**config.mk**
```make
export PLATFORM = sky130hd
export DESIGN_NAME = stuck_at_fault_locator
export DESIGN_NICKNAME = d
export VERILOG_FILES = /design/src/rtl/stuck_at_fault_locator.sv
export SDC_FILE = /design/constraint.sdc
export NUM_CORES = 1
export LEC_CHECK = 0
export ABC_AREA = 1
export CELL_PAD_IN_SITES_DETAIL_PLACEMENT = 0
export CELL_PAD_IN_SITES_GLOBAL_PLACEMENT = 1
export CORE_MARGIN = 3
export CORE_UTILIZATION = 39
export CTS_CLUSTER_SIZE = 30
export DETAILED_ROUTE_END_ITERATION = 6
export PLACE_DENSITY_LB_ADDON = 0.08
export SYNTH_ARGS = -nofsm -noshare
export SYNTH_HDL_FRONTEND = slang
export SYNTH_SLANG_ARGS = --single-unit
export TNS_END_PERCENT = 1
```
**constraint.sdc**
```tcl
create_clock -name clk -period 4.93 [get_ports clk]
set_input_delay 0.986 -clock clk [delete_from_list [all_inputs] [get_ports clk]]
set_output_delay 0.986 -clock clk [all_outputs]
set_load 0.005 [all_outputs]
```
**src/rtl/stuck_at_fault_locator.sv**
```systemverilog
// Observes WIN frame pairs (original vs. post-fault-insertion line) and reports
// whether the mismatches are explained by a single stuck-at bit.
//
// state  | meaning
// ACCUM  | accepting frames, folding them into the window accumulators
// EVAL   | one cycle: derive the window verdict into the report registers
// REPORT | holding valid_out until the downstream handshake
module stuck_at_fault_locator #(
    parameter int CW  = 29,
    parameter int WIN = 16
) (
    input  logic          clk,
    input  logic          rst,
    input  logic          valid_in,
    output logic          ready_in,
    input  logic [CW-1:0] original_line,
    input  logic [CW-1:0] infected_line,
    output logic          valid_out,
    input  logic          ready_out,
    output logic          fault_found,
    output logic [4:0]    fault_idx,
    output logic          stuck_value,
    output logic          multi_fault,
    output logic [7:0]    mismatch_count
);

    typedef enum logic [1:0] {
        ACCUM  = 2'd0,
        EVAL   = 2'd1,
        REPORT = 2'd2
    } state_t;

    state_t state_q, state_d;

    logic [CW-1:0] mism_mask_q;
    logic [CW-1:0] and_acc_q;
    logic [CW-1:0] or_acc_q;
    logic [7:0]    frame_cnt_q;
    logic [7:0]    mcnt_acc_q;

    logic          fault_found_q;
    logic [4:0]    fault_idx_q;
    logic          stuck_value_q;
    logic          multi_fault_q;
    logic [7:0]    mismatch_count_q;

    logic          accept;
    logic          last_frame;
    logic          report_taken;
    logic [CW-1:0] diff;

    assign diff         = original_line ^ infected_line;
    assign accept       = valid_in && ready_in;
    assign last_frame   = (frame_cnt_q == 8'(WIN - 1));
    assign report_taken = valid_out && ready_out;

    // State register
    always_ff @(posedge clk) begin
        if (!rst) begin
            state_q <= ACCUM;
        end else begin
            state_q <= state_d;
        end
    end

    // Next-state logic
    always_comb begin
        state_d = state_q;
        case (state_q)
            ACCUM:   if (accept && last_frame) state_d = EVAL;
            EVAL:    state_d = REPORT;
            REPORT:  if (report_taken) state_d = ACCUM;
            default: state_d = ACCUM;
        endcase
    end

    // Output logic; ready_in is gated by rst so it reads 0 throughout reset
    always_comb begin
        ready_in  = 1'b0;
        valid_out = 1'b0;
        case (state_q)
            ACCUM:   ready_in  = rst;
            REPORT:  valid_out = 1'b1;
            default: begin
                ready_in  = 1'b0;
                valid_out = 1'b0;
            end
        endcase
    end

    // Window accumulators
    always_ff @(posedge clk) begin
        if (!rst || (state_q == REPORT && report_taken)) begin
            mism_mask_q <= '0;
            and_acc_q   <= '1;
            or_acc_q    <= '0;
            frame_cnt_q <= '0;
            mcnt_acc_q  <= '0;
        end else if (accept) begin
            mism_mask_q <= mism_mask_q | diff;
            and_acc_q   <= and_acc_q & infected_line;
            or_acc_q    <= or_acc_q | infected_line;
            frame_cnt_q <= frame_cnt_q + 8'd1;
            if (diff != '0 && mcnt_acc_q != 8'hFF) begin
                mcnt_acc_q <= mcnt_acc_q + 8'd1;
            end
        end
    end

    // Verdict: lowest mismatching bit and its stuck-at consistency
    logic [4:0] low_idx;
    logic       low_and;
    logic       low_or;
    logic       any_mism;
    logic       many_mism;
    logic       consistent;

    always_comb begin
        low_idx = 5'h1F;
        low_and = 1'b0;
        low_or  = 1'b0;
        for (int i = CW - 1; i >= 0; i--) begin
            if (mism_mask_q[i]) begin
                low_idx = 5'(i);
                low_and = and_acc_q[i];
                low_or  = or_acc_q[i];
            end
        end
    end

    assign any_mism   = (mism_mask_q != '0);
    assign many_mism  = ((mism_mask_q & (mism_mask_q - CW'(1))) != '0);
    assign consistent = low_and || !low_or;

    // Report registers: written only in EVAL, held otherwise
    always_ff @(posedge clk) begin
        if (!rst) begin
            fault_found_q    <= 1'b0;
            fault_idx_q      <= 5'h1F;
            stuck_value_q    <= 1'b0;
            multi_fault_q    <= 1'b0;
            mismatch_count_q <= 8'd0;
        end else if (state_q == EVAL) begin
            fault_found_q    <= any_mism && !many_mism && consistent;
            fault_idx_q      <= low_idx;
            stuck_value_q    <= any_mism && consistent && low_and;
            multi_fault_q    <= many_mism || (any_mism && !consistent);
            mismatch_count_q <= mcnt_acc_q;
        end
    end

    assign fault_found    = fault_found_q;
    assign fault_idx      = fault_idx_q;
    assign stuck_value    = stuck_value_q;
    assign multi_fault    = multi_fault_q;
    assign mismatch_count = mismatch_count_q;

endmodule

```
* After elaboration in Yosys (flattened, before gate mapping) *
Index checks and enable logic that the tools add are counted.

operators by class
  bitwise gates (word level) = 5
  eq/ne operators = 6
  $add $sub $neg = 3
  mux-type cells = 92
  reduce and logical (&&, ||, !) cells = 23

operator list
  operator                                                                count
  5-bit 2-to-1 mux                                                        28
  29-bit nonzero test                                                     3
  1-bit 2-to-1 mux                                                        60
  29-bit bitwise AND                                                      2
  29-bit OR                                                               2
  29-bit by 1-bit subtractor with 29-bit output (second input constant)   1
  29-bit XOR                                                              1
  8-bit by 1-bit adder with 8-bit output (second input constant)          2
  1-bit logical AND                                                       10
  8-bit by 4-bit equality test with 1-bit output (second input constant)  1
  8-bit != test (second input constant)                                   1
  2-bit 2-to-1 mux                                                        3
  2-bit case mux with 3 select lines                                      1
  1-bit zero test                                                         4
  2-bit != test (second input constant)                                   2
  2-bit AND reduction                                                     2
  1-bit logical OR                                                        3
  2-bit by 1-bit equality test with 1-bit output (second input constant)  1
  2-bit equality test (second input constant)                             1
  2-bit zero test                                                         1

word-level totals
  register bits = 121
  input bits = 62
  output and inout port bits = 18

* Longest topological paths before layout *
Gate-level depths: netlist (run 1).

  word-level depth = 34
  gate-level depth with buffers = 26
  depth with buffers taken out = 26

* Worst setup path after synthesis (run 1) *
Ideal clock, no wire load.

  path kind = input-to-reg
  from = input port rst
  to = register mcnt_acc_q[6]
  required time = 4.815 ns
  stages = 15
  setup slack = 2.317 ns
  arrival = 2.498 ns
  path buffers = 1
  library setup time = 0.115 ns
  cell sequence = clkbuf_8 > inv_2 > nor3_1 > nand2_1 > inv_2 > o31ai_1 > inv_1 > nand2_1 > inv_1 > nand2_1 > nor2_1 > inv_1 > nor4_1 > a21oi_1 > o21a_1

between the ends
  word-level cells in the longest chain between the ends = 3

ends and longest elaborated chain
  element                               line  source
  from (decl)                           13    input logic rst,
  1-bit 2-to-1 mux                      81    case (state_q)
  named net ready_in                    15    output logic ready_in,
  1-bit logical AND                     53    assign accept = valid_in && ready_in;
  2-bit AND reduction (no source line)  n/a
  to (signal assigned)                  105   mcnt_acc_q <= mcnt_acc_q + 8'd1;
  to (decl)                             39    logic [7:0] mcnt_acc_q;

The timed path passes the listed nets, and every way through them passes these cells.
A chain may end at the register's enable or synchronous reset.

* Worst setup path in the final report (run 1) *
  from = input port rst
  to = output port ready_in

between the ends
  word-level cells in the longest chain between the ends = 1

ends and longest elaborated chain
  element           line
  1-bit 2-to-1 mux  81
  to (decl)         15

No other way between the ends.

==> results of run 1 <==
layout make-up:
| cell class | instances | area share [%] |
|---|---|---|
| clock inverter | 11 | 2.67 |
| timing repair buffer | 83 | 11.4 |
| sequential | 121 | 33.6 |
| multi-input combinational | 539 | 37.2 |
| clock buffer | 21 | 6.53 |
| inverter | 104 | 5.42 |
| tap | 180 | 3.13 |
power groups by stage:
| stage | clock [mW] | sequential [mW] | combinational, mW |
|---|---|---|---|
| global route | 1.46 | 1.06 | 0.442 |
| floorplan | 0 | 1.06 | 0.258 |
| detailed placement | 0 | 1.08 | 0.387 |
| global placement | 0 | 1.08 | 0.385 |
| CTS | 1.41 | 1.06 | 0.391 |
| finish | 1.38 | 1.06 | 0.387 |
worst max-delay path, cell delays in order:
cell	delay [ns]
clkdlybuf4s50_1	0.69
inv_2	0.17
nor3_1	0.23
clkdlybuf4s50_1	0.57
per-stage QoR:
stage	std cells	cell area, µm²	total power, mW	util, %
3_5_place_dp	1027	6540	1.46	46.8
3_3_place_gp	1027	6540	1.46	46.8
5_1_grt	1059	7200	2.96	51.5
6_report	1059	7200	2.83	51.5
2_1_floorplan	790	5610	1.32	-
4_1_cts	1059	7200	2.86	51.5
cells in the mapped netlist (4+ instances only):
master / number / share of area, %
a21oi_1: 92 / 8.2
clkbuf_1: 19 / 1.3
dfxtp_1: 121 / 43
inv_1: 100 / 6.7
inv_2: 4 / 0.27
nand2_1: 184 / 12
nand3_1: 14 / 1.2
nand4_1: 11 / 1.2
nor2_1: 73 / 4.9
nor2_4: 5 / 1.0
nor3_1: 7 / 0.62
nor4_1: 9 / 1.0
o21ai_0: 67 / 6.0
o22ai_1: 15 / 1.7
o31ai_1: 4 / 0.53
xnor2_1: 4 / 0.62
xor2_1: 25 / 3.9
registers in the layout, summed over array words and instances, names as in the netlist:
name	cells
and_acc_q	29
mism_mask_q	29
or_acc_q	29
frame_cnt_q	8
mcnt_acc_q	8
mismatch_count	8
fault_idx	5
state_q	2
fault_found	1
multi_fault	1
stuck_value	1
final timing paths:
path              slack, ns                         start  cells after the start                           to
setup / recovery       1.29                           rst                      4                     ready_in
hold / removal         0.44   frame_cnt_q[5]$_SDFFE_PP0P_                      1  frame_cnt_q[6]$_SDFFE_PP0P_
setup reg to reg       2.43  mism_mask_q[15]$_SDFFE_PP0P_                     12     multi_fault$_SDFFE_PN0N_
hold reg to reg        0.44   frame_cnt_q[5]$_SDFFE_PP0P_                      1  frame_cnt_q[6]$_SDFFE_PP0P_
kinds of logic after synthesis:
logic type / after synthesis / synth area share [%]
AOI/OAI and AO/OA: 194 / 18.5
xor gates and xnor gates: 29 / 4.52
adders and majority gates: 3 / 0.624
buffers and inverters: 130 / 9.27
DFF: 121 / 43.1
and+or+nand+nor: 313 / 23.9
layer usage:
metal	part of all wire, %	vias to the layer above	GRT usage [%]
met2	48	98	32.2
met1	48	2451	25.0
met5	0	-	0
met4	0.37	0	4.54
li1	-	2735	-
met3	4.3	4	5.00
==> out/results.ini, run 1 <==
[placement]
globalplace.congestion=0.781
pre_cts_ws_ns=0.956
hpwl_um=10800
numPortBuffers=79

[clocking]
cts_resized=0
worstSkewPairLatency_ns=0.42
path_clk_slew_ns=0.06
htreeDepth=4
numCtsBuffers=17
post_cts_buffers=0
clock_sinks=121
cts_tree=yes
hold_buffers=0
clk_path_buf_depth=2
cts_root_buf=clkbuf_16

[worst_setup_path]
arrival_ns=2.65
critPathLaunchType=input pin
path_class=input pin to output pin
endpoint_kind=output pin
path_max_fanout=10
required_ns=3.94

[synth]
synthArstFlopShare_pct=0
syn_inst=790
synth-seq-cells=121
avgSynthCellArea_um2=7.11
yosysSeqAreaShare_pct=43.1
synth_edf_count=0
synth_area_um2=5610
yosysUniqueCellTypes=43
synth_nets=854
yosys_warnings=0
synthFlopType=dfxtp_1

[pwr]
swShare_pct=25.2
internal-power_mw=2.11
p_sw_uw=713
power_density_nw_per_um2=392
p_seq_share_pct=37.4
leakagePower_nw=2.90
power_frac_comb_pct=13.7
ir_drop_uv=232
clkPwrFrac_pct=48.9

[finish]
synthToLayoutAreaGrowth_pct=28.3
final_cell_mix=184 x nand2_1, 121 x dfxtp_1, 100 x inv_1
drive_above_1_share_pct=6.03
num-fill-cells=1393
final_common_cell=nand2_1
regArea_um2=2420
diodes=0
multiInputGateArea_um2=2680
nets=930

[timing]
fin_tns_setup_ns=0
maxSlewHeadroom_pct=45.6
drv_slew=0
period_share_pct=73.8
rsz0062_at_grt=no
holdWs_ns=0.437
period_needed_ns=3.64
worst_slack_ns=1.29
hold_viol=0
worst_slew_pin_slew_ns=0.815
finalClockSkew_ns=0.00924
max_freq_mhz=275
setup-violations-final=0

[grt]
grt_pass1_vias=5137
grt_max_degree=63
overflow=0
antenna_found_initial=0
grt_pass1_wl_um=25000
grt_util_all_layers_pct=19.3

[flow_run]
drv_cap=0

[drt]
initialDrtViolationCount=318
drtPass1Iterations=5
route.detailed.drc=0
wire_per_inst_um=14.1
wl_um=14900
ant_nets=0
avgViaCountPerCell=4.99
num_vias=5288

[floorplanning]
die_h_um=126
std_cell_rows=43
die_w_um=126
die_area_um2=15900
ios=80
start_util_pct=40.1
coreArea_um2=14000

[hold_path]
holdCritPathClass=flip-flop to flip-flop

[status]
outcome=finished, final reports clean

Power figures use the tool's default switching activity.
==> run 2, diff against run 1 <==
==> constraint.sdc (replaced) <==
create_clock -name clk -period 3.5 [get_ports clk]
set_input_delay 0.7 -clock clk [delete_from_list [all_inputs] [get_ports clk]]
set_output_delay 0.7 -clock clk [all_outputs]
set_load 0.005 [all_outputs]
==> run 2 against run 1 <==
- clock power up 22%
- global-route usage down 0.13 points
- final area down 0.96%
- largest power group unchanged
- highest routed layer unchanged
==> out/results.ini, run 2 (synthesis results as in run 1) <==
[status]
outcome=finished, final reports clean

[clocking]
cts_root_buf=clkbuf_16
post_cts_buffers=0
clock_sinks=121
cts_resized=0
numCtsBuffers=17
path_clk_slew_ns=0.05
worstSkewPairLatency_ns=0.42
cts_tree=yes
hold_buffers=0
clk_path_buf_depth=2
htreeDepth=4

[finish]
nets=932
final_common_cell=nand2_1
drive_above_1_share_pct=5.79
reg_top3=and_acc_q (29), mism_mask_q (29), or_acc_q (29)
diodes=0
synthToLayoutAreaGrowth_pct=27.1
final_core_util_pct=51.0
final_cells=1061
final_cell_mix=184 x nand2_1, 121 x dfxtp_1, 100 x inv_1

[timing]
period_needed_ns=2.78
rsz0062_at_grt=no
hold_viol=0
setup-violations-final=0
finalClockSkew_ns=0.00773
drv_slew=0
maxSlewHeadroom_pct=49.5
worst_slew_pin_slew_ns=0.758
fin_tns_setup_ns=0
period_share_pct=79.6
max_freq_mhz=359

[grt]
grt_util_all_layers_pct=19.1
overflow=0
grt_pass1_wl_um=24600
grt_max_degree=63
grt_pass1_vias=5153
antenna_found_initial=0

[floorplanning]
ios=80
die_h_um=126
coreArea_um2=14000
start_util_pct=40.1
die_w_um=126
std_cell_rows=43
die_area_um2=15900

[hold_path]
holdCritPathClass=flip-flop to flip-flop

[placement]
post-place-cells=1029
hpwl_um=10600
globalplace.congestion=0.813
numPortBuffers=79

[pwr]
ir_drop_uv=407
leakagePower_nw=2.87
power.total_mw=3.72
power_density_nw_per_um2=521

[flow_run]
drv_cap=0

[drt]
num_vias=5201
met2WireLength_um=6980
route.detailed.drc=0
wire_per_inst_um=13.9
initialDrtViolationCount=205
avgViaCountPerCell=4.90
top_layer=met4
wl_met1_um=6960
wl_um=14700
met3_length_um=582
drtPass1Iterations=4
ant_nets=0

[worst_setup_path]
critPathLaunchType=input pin
setup.worst_path.start=rst
endpoint=ready_in
required_ns=2.80
path_max_fanout=10
ff2ff_path_depth=11
reg2reg_to=multi_fault$_SDFFE_PN0N_
r2r-start=mism_mask_q[9]$_SDFFE_PP0P_
endpoint_kind=output pin
arrival_ns=2.08
r2r_setup_slack_ns=1.07
path_class=input pin to output pin

## run 2: cell types whose count changed in the layout (fill, tap and decap cells not counted)
cell       previous run  this run
clkbuf_8              3         2
clkinv_4              2         0
clkinv_2              2         4
clkbuf_1              1         5
bufinv_16             5         2
buf_12                0         1
buf_4                 4         5
## run 2: worst min path at each step
stage / startpoint / endpoint / slack [ns] / cells past startpoint
6_report: or_acc_q[0]$_SDFFE_PP0P_ / or_acc_q[0]$_SDFFE_PP0P_ / 0.45 / 2
4_1_cts: frame_cnt_q[5]$_SDFFE_PP0P_ / frame_cnt_q[6]$_SDFFE_PP0P_ / 0.44 / 1
3_5_place_dp: frame_cnt_q[5]$_SDFFE_PP0P_ / frame_cnt_q[6]$_SDFFE_PP0P_ / 0.44 / 1
5_1_grt: frame_cnt_q[5]$_SDFFE_PP0P_ / frame_cnt_q[6]$_SDFFE_PP0P_ / 0.47 / 1
2_1_floorplan: frame_cnt_q[5]$_SDFFE_PP0P_ / frame_cnt_q[6]$_SDFFE_PP0P_ / 0.41 / 1
3_3_place_gp: frame_cnt_q[5]$_SDFFE_PP0P_ / frame_cnt_q[6]$_SDFFE_PP0P_ / 0.43 / 1
## run 2: per-layer routing
metal / global-route usage (%) / vias to the layer above
li1: - / 2735
met1: 24.6 / 2372
met2: 31.5 / 80
met3: 4.58 / 14
met4: 6.62 / 0
met5: 0 / -
## run 2: area by class of cell
| type | count | area [µm²] |
|---|---|---|
| Clock buffer | 24 | 472 |
| Tap cell | 180 | 225 |
| Inverter | 104 | 390 |
| Sequential cell | 121 | 2420 |
| Fill cell | 1405 | 6850 |
| Timing Repair Buffer | 85 | 848 |
| Multi-Input combinational cell | 539 | 2680 |
| Clock inverter | 8 | 95.1 |
## run 2: worst max-delay path, cell delays in order
cell and delay [ns]:
clkdlybuf4s50_1 0.49, inv_2 0.10, nor3_1 0.20, clkdlybuf4s50_1 0.58
## run 2: through the flow
step / worst slack (ns) / instance area (µm²) / hold WS, ns
after floorplan: 1.17 / 5610 / 0.412
after global placement: 0.546 / 6570 / 0.425
after detailed placement: 0.520 / 6570 / 0.437
after CTS: 0.705 / 7140 / 0.444
after global routing: 0.648 / 7140 / 0.468
final: 0.716 / 7140 / 0.452
## run 2: power breakdown
part / total (mW) / switching, mW / internal [mW]
logic: 0.546 / 0.325 / 0.221
clock network: 1.68 / 0.603 / 1.08
registers: 1.49 / 0.0503 / 1.44
==> run 3, diff against run 2 <==
--- a/config.mk
+++ b/config.mk
@@ -9,7 +9,7 @@
 export CELL_PAD_IN_SITES_DETAIL_PLACEMENT = 0
 export CELL_PAD_IN_SITES_GLOBAL_PLACEMENT = 1
 export CORE_MARGIN = 3
-export CORE_UTILIZATION = 39
+export CORE_UTILIZATION = 35
 export CTS_CLUSTER_SIZE = 30
 export DETAILED_ROUTE_END_ITERATION = 6
 export PLACE_DENSITY_LB_ADDON = 0.08
==> constraint.sdc (replaced) <==
create_clock -name clk -period 2.5 [get_ports clk]
set_input_delay 0.5 -clock clk [delete_from_list [all_inputs] [get_ports clk]]
set_output_delay 0.5 -clock clk [all_outputs]
set_load 0.005 [all_outputs]
==> run 3 against run 2 <==
- final cell count up 12%
- non-clock buffer count increased by 92
- global-route usage decreased by 0.66 points
- utilization rose by 0.60 points
- setup slack worse by 0.57 ns
- power up 52%
- critical path type unchanged
==> out/results.ini, run 3 (synthesis results as in run 1) <==
[worst_setup_path]
path_max_fanout=2
path_class=input pin to output pin
endpoint_kind=output pin
path_depth=5
setup.worst_path.start=rst
r2r_setup_slack_ns=0.19
reg2reg_to=multi_fault$_SDFFE_PN0N_
path_delay_family=buffers and inverters
critPathBufInv=4
required_ns=2.00
path_cells=clkdlybuf4s50_1 > inv_2 > nor3_1 > buf_4 > clkdlybuf4s50_1
arrival_ns=1.85
ff2ff_path_depth=15
critPathLaunchType=input pin
crit_slowest_cell=clkdlybuf4s50_1
critPathMostFrequentCell=clkdlybuf4s50_1
cpPeakStageDelay_ns=0.49
r2r-start=mism_mask_q[3]$_SDFFE_PP0P_

[clocking]
clk_path_buf_depth=2
path_clk_slew_ns=0.05
cts_resized=0
numCtsBuffers=17
post_cts_buffers=0
worstSkewPairLatency_ns=0.41
htreeDepth=4
cts_root_buf=clkbuf_16
cts_tree=yes
clock_sinks=121
hold_buffers=0

[drt]
ant_nets=0
wire_per_inst_um=13.5
initialDrtViolationCount=245
num_vias=5643
route.detailed.drc=0
drtPass1Iterations=5
wl_um=16000
avgViaCountPerCell=4.77

[status]
outcome=finished, final reports clean

[placement]
hpwl_um=11700
globalplace.congestion=0.818
dpl_cell_area_um2=7290
numPortBuffers=79

[grt]
grt_pass1_wl_um=26700
overflow=0
grt_pass1_vias=5593
antenna_found_initial=0
grt_util_all_layers_pct=18.5
grt_max_degree=58

[pwr]
p_sw_mw=1.48
swShare_pct=26.2
ir_drop_uv=478
internal-power_mw=4.16
clkPwrFrac_pct=46.2
power_frac_comb_pct=17.1
leakagePower_nw=3.35
power_density_nw_per_um2=708
power.total_mw=5.64
p_seq_share_pct=36.7

[timing]
maxSlewHeadroom_pct=55.5
period_needed_ns=2.35
period_share_pct=94.1
hold_viol=0
max_freq_mhz=425
setup-violations-final=0
rsz0062_at_grt=yes
drv_slew=0
finalClockSkew_ns=0.00563
worst_slew_pin_slew_ns=0.667

[floorplanning]
die_h_um=133
die_w_um=133
die_area_um2=17600
coreArea_um2=15400
std_cell_rows=45
ios=80
start_util_pct=36.4

[hold_path]
hold_path_depth=1
holdCritPathClass=flip-flop to flip-flop
hold-path-endpoint=frame_cnt_q[6]$_SDFFE_PP0P_
hp-start=frame_cnt_q[5]$_SDFFE_PP0P_

[finish]
nets=1024
diodes=0
drive_above_1_share_pct=16.1
final_cell_mix=182 x nand2_1, 121 x dfxtp_1, 100 x inv_1
final_common_cell=nand2_1
synthToLayoutAreaGrowth_pct=41.8
reg_top3=and_acc_q (29), mism_mask_q (29), or_acc_q (29)
finalInstanceArea_um2=7960

[flow_run]
drv_cap=0

run 3: worst reg2reg max path: stages, from the launching register on:
cell     delay [ns]
dfxtp_1        0.37
nor2_4         0.14
nand2_4        0.07
nor2_4         0.15
inv_2          0.07
nor2_4         0.12
nand3_4        0.10
nor2_4         0.15
nand4_2        0.11
inv_2          0.09
a21oi_1        0.06
or3_1          0.33
nor3_2         0.24
nand2_1        0.08
nand2_1        0.06
a21oi_1        0.07
run 3: metal layers:
layer  vias to the layer above  global-route usage, %  share of wire [%]
met5                         -                      0                  0
met4                         0                   5.02                1.2
met3                        16                   4.64                4.2
met2                       113                   31.4                 48
met1                      2602                   23.3                 47
li1                       2912                      -                  -
run 3: worst max path at each step:
| stage | slack (ns) | endpoint |
|---|---|---|
| final | 0.15 | ready_in |
| after global routing | -0.05 | mcnt_acc_q[6]$_SDFFE_PP0P_ |
| after CTS | 0.12 | mcnt_acc_q[6]$_SDFFE_PP0P_ |
| after detailed placement | -0.31 | mcnt_acc_q[6]$_SDFFE_PP0P_ |
| after global placement | -0.26 | mcnt_acc_q[6]$_SDFFE_PP0P_ |
| after floorplan | 0.37 | mcnt_acc_q[6]$_SDFFE_PP0P_ |
run 3: layout make-up:
cell class	count	area (µm²)
fill	1542	7460
multi-input combinational	539	2720
sequential	121	2420
timing repair buffer	177	1530
clock buffer	18	439
inverter	104	390
tap	211	264
clock inverter	14	196
run 3: power groups by stage:
stage / clock (mW) / sequential (mW) / combinational, mW
final: 2.60 / 2.07 / 0.964
after global routing: 2.74 / 2.08 / 1.08
after CTS: 2.66 / 2.07 / 0.960
after detailed placement: 0 / 2.11 / 0.954
after global placement: 0 / 2.11 / 0.943
after floorplan: 0 / 2.10 / 0.510
run 3: per-stage QoR:
step | utilization [%] | std cells | hold slack [ns] | TNS, ns | setup WS, ns
floorplan | - | 790 | 0.412 | 0 | 0.373
global placement | 47.2 | 1152 | 0.423 | -1.14 | -0.257
detailed placement | 47.2 | 1152 | 0.433 | -1.35 | -0.309
CTS | 51.3 | 1184 | 0.444 | 0 | 0.125
global route | 51.6 | 1184 | 0.471 | -0.0733 | -0.0505
finish | 51.6 | 1184 | 0.438 | 0 | 0.147
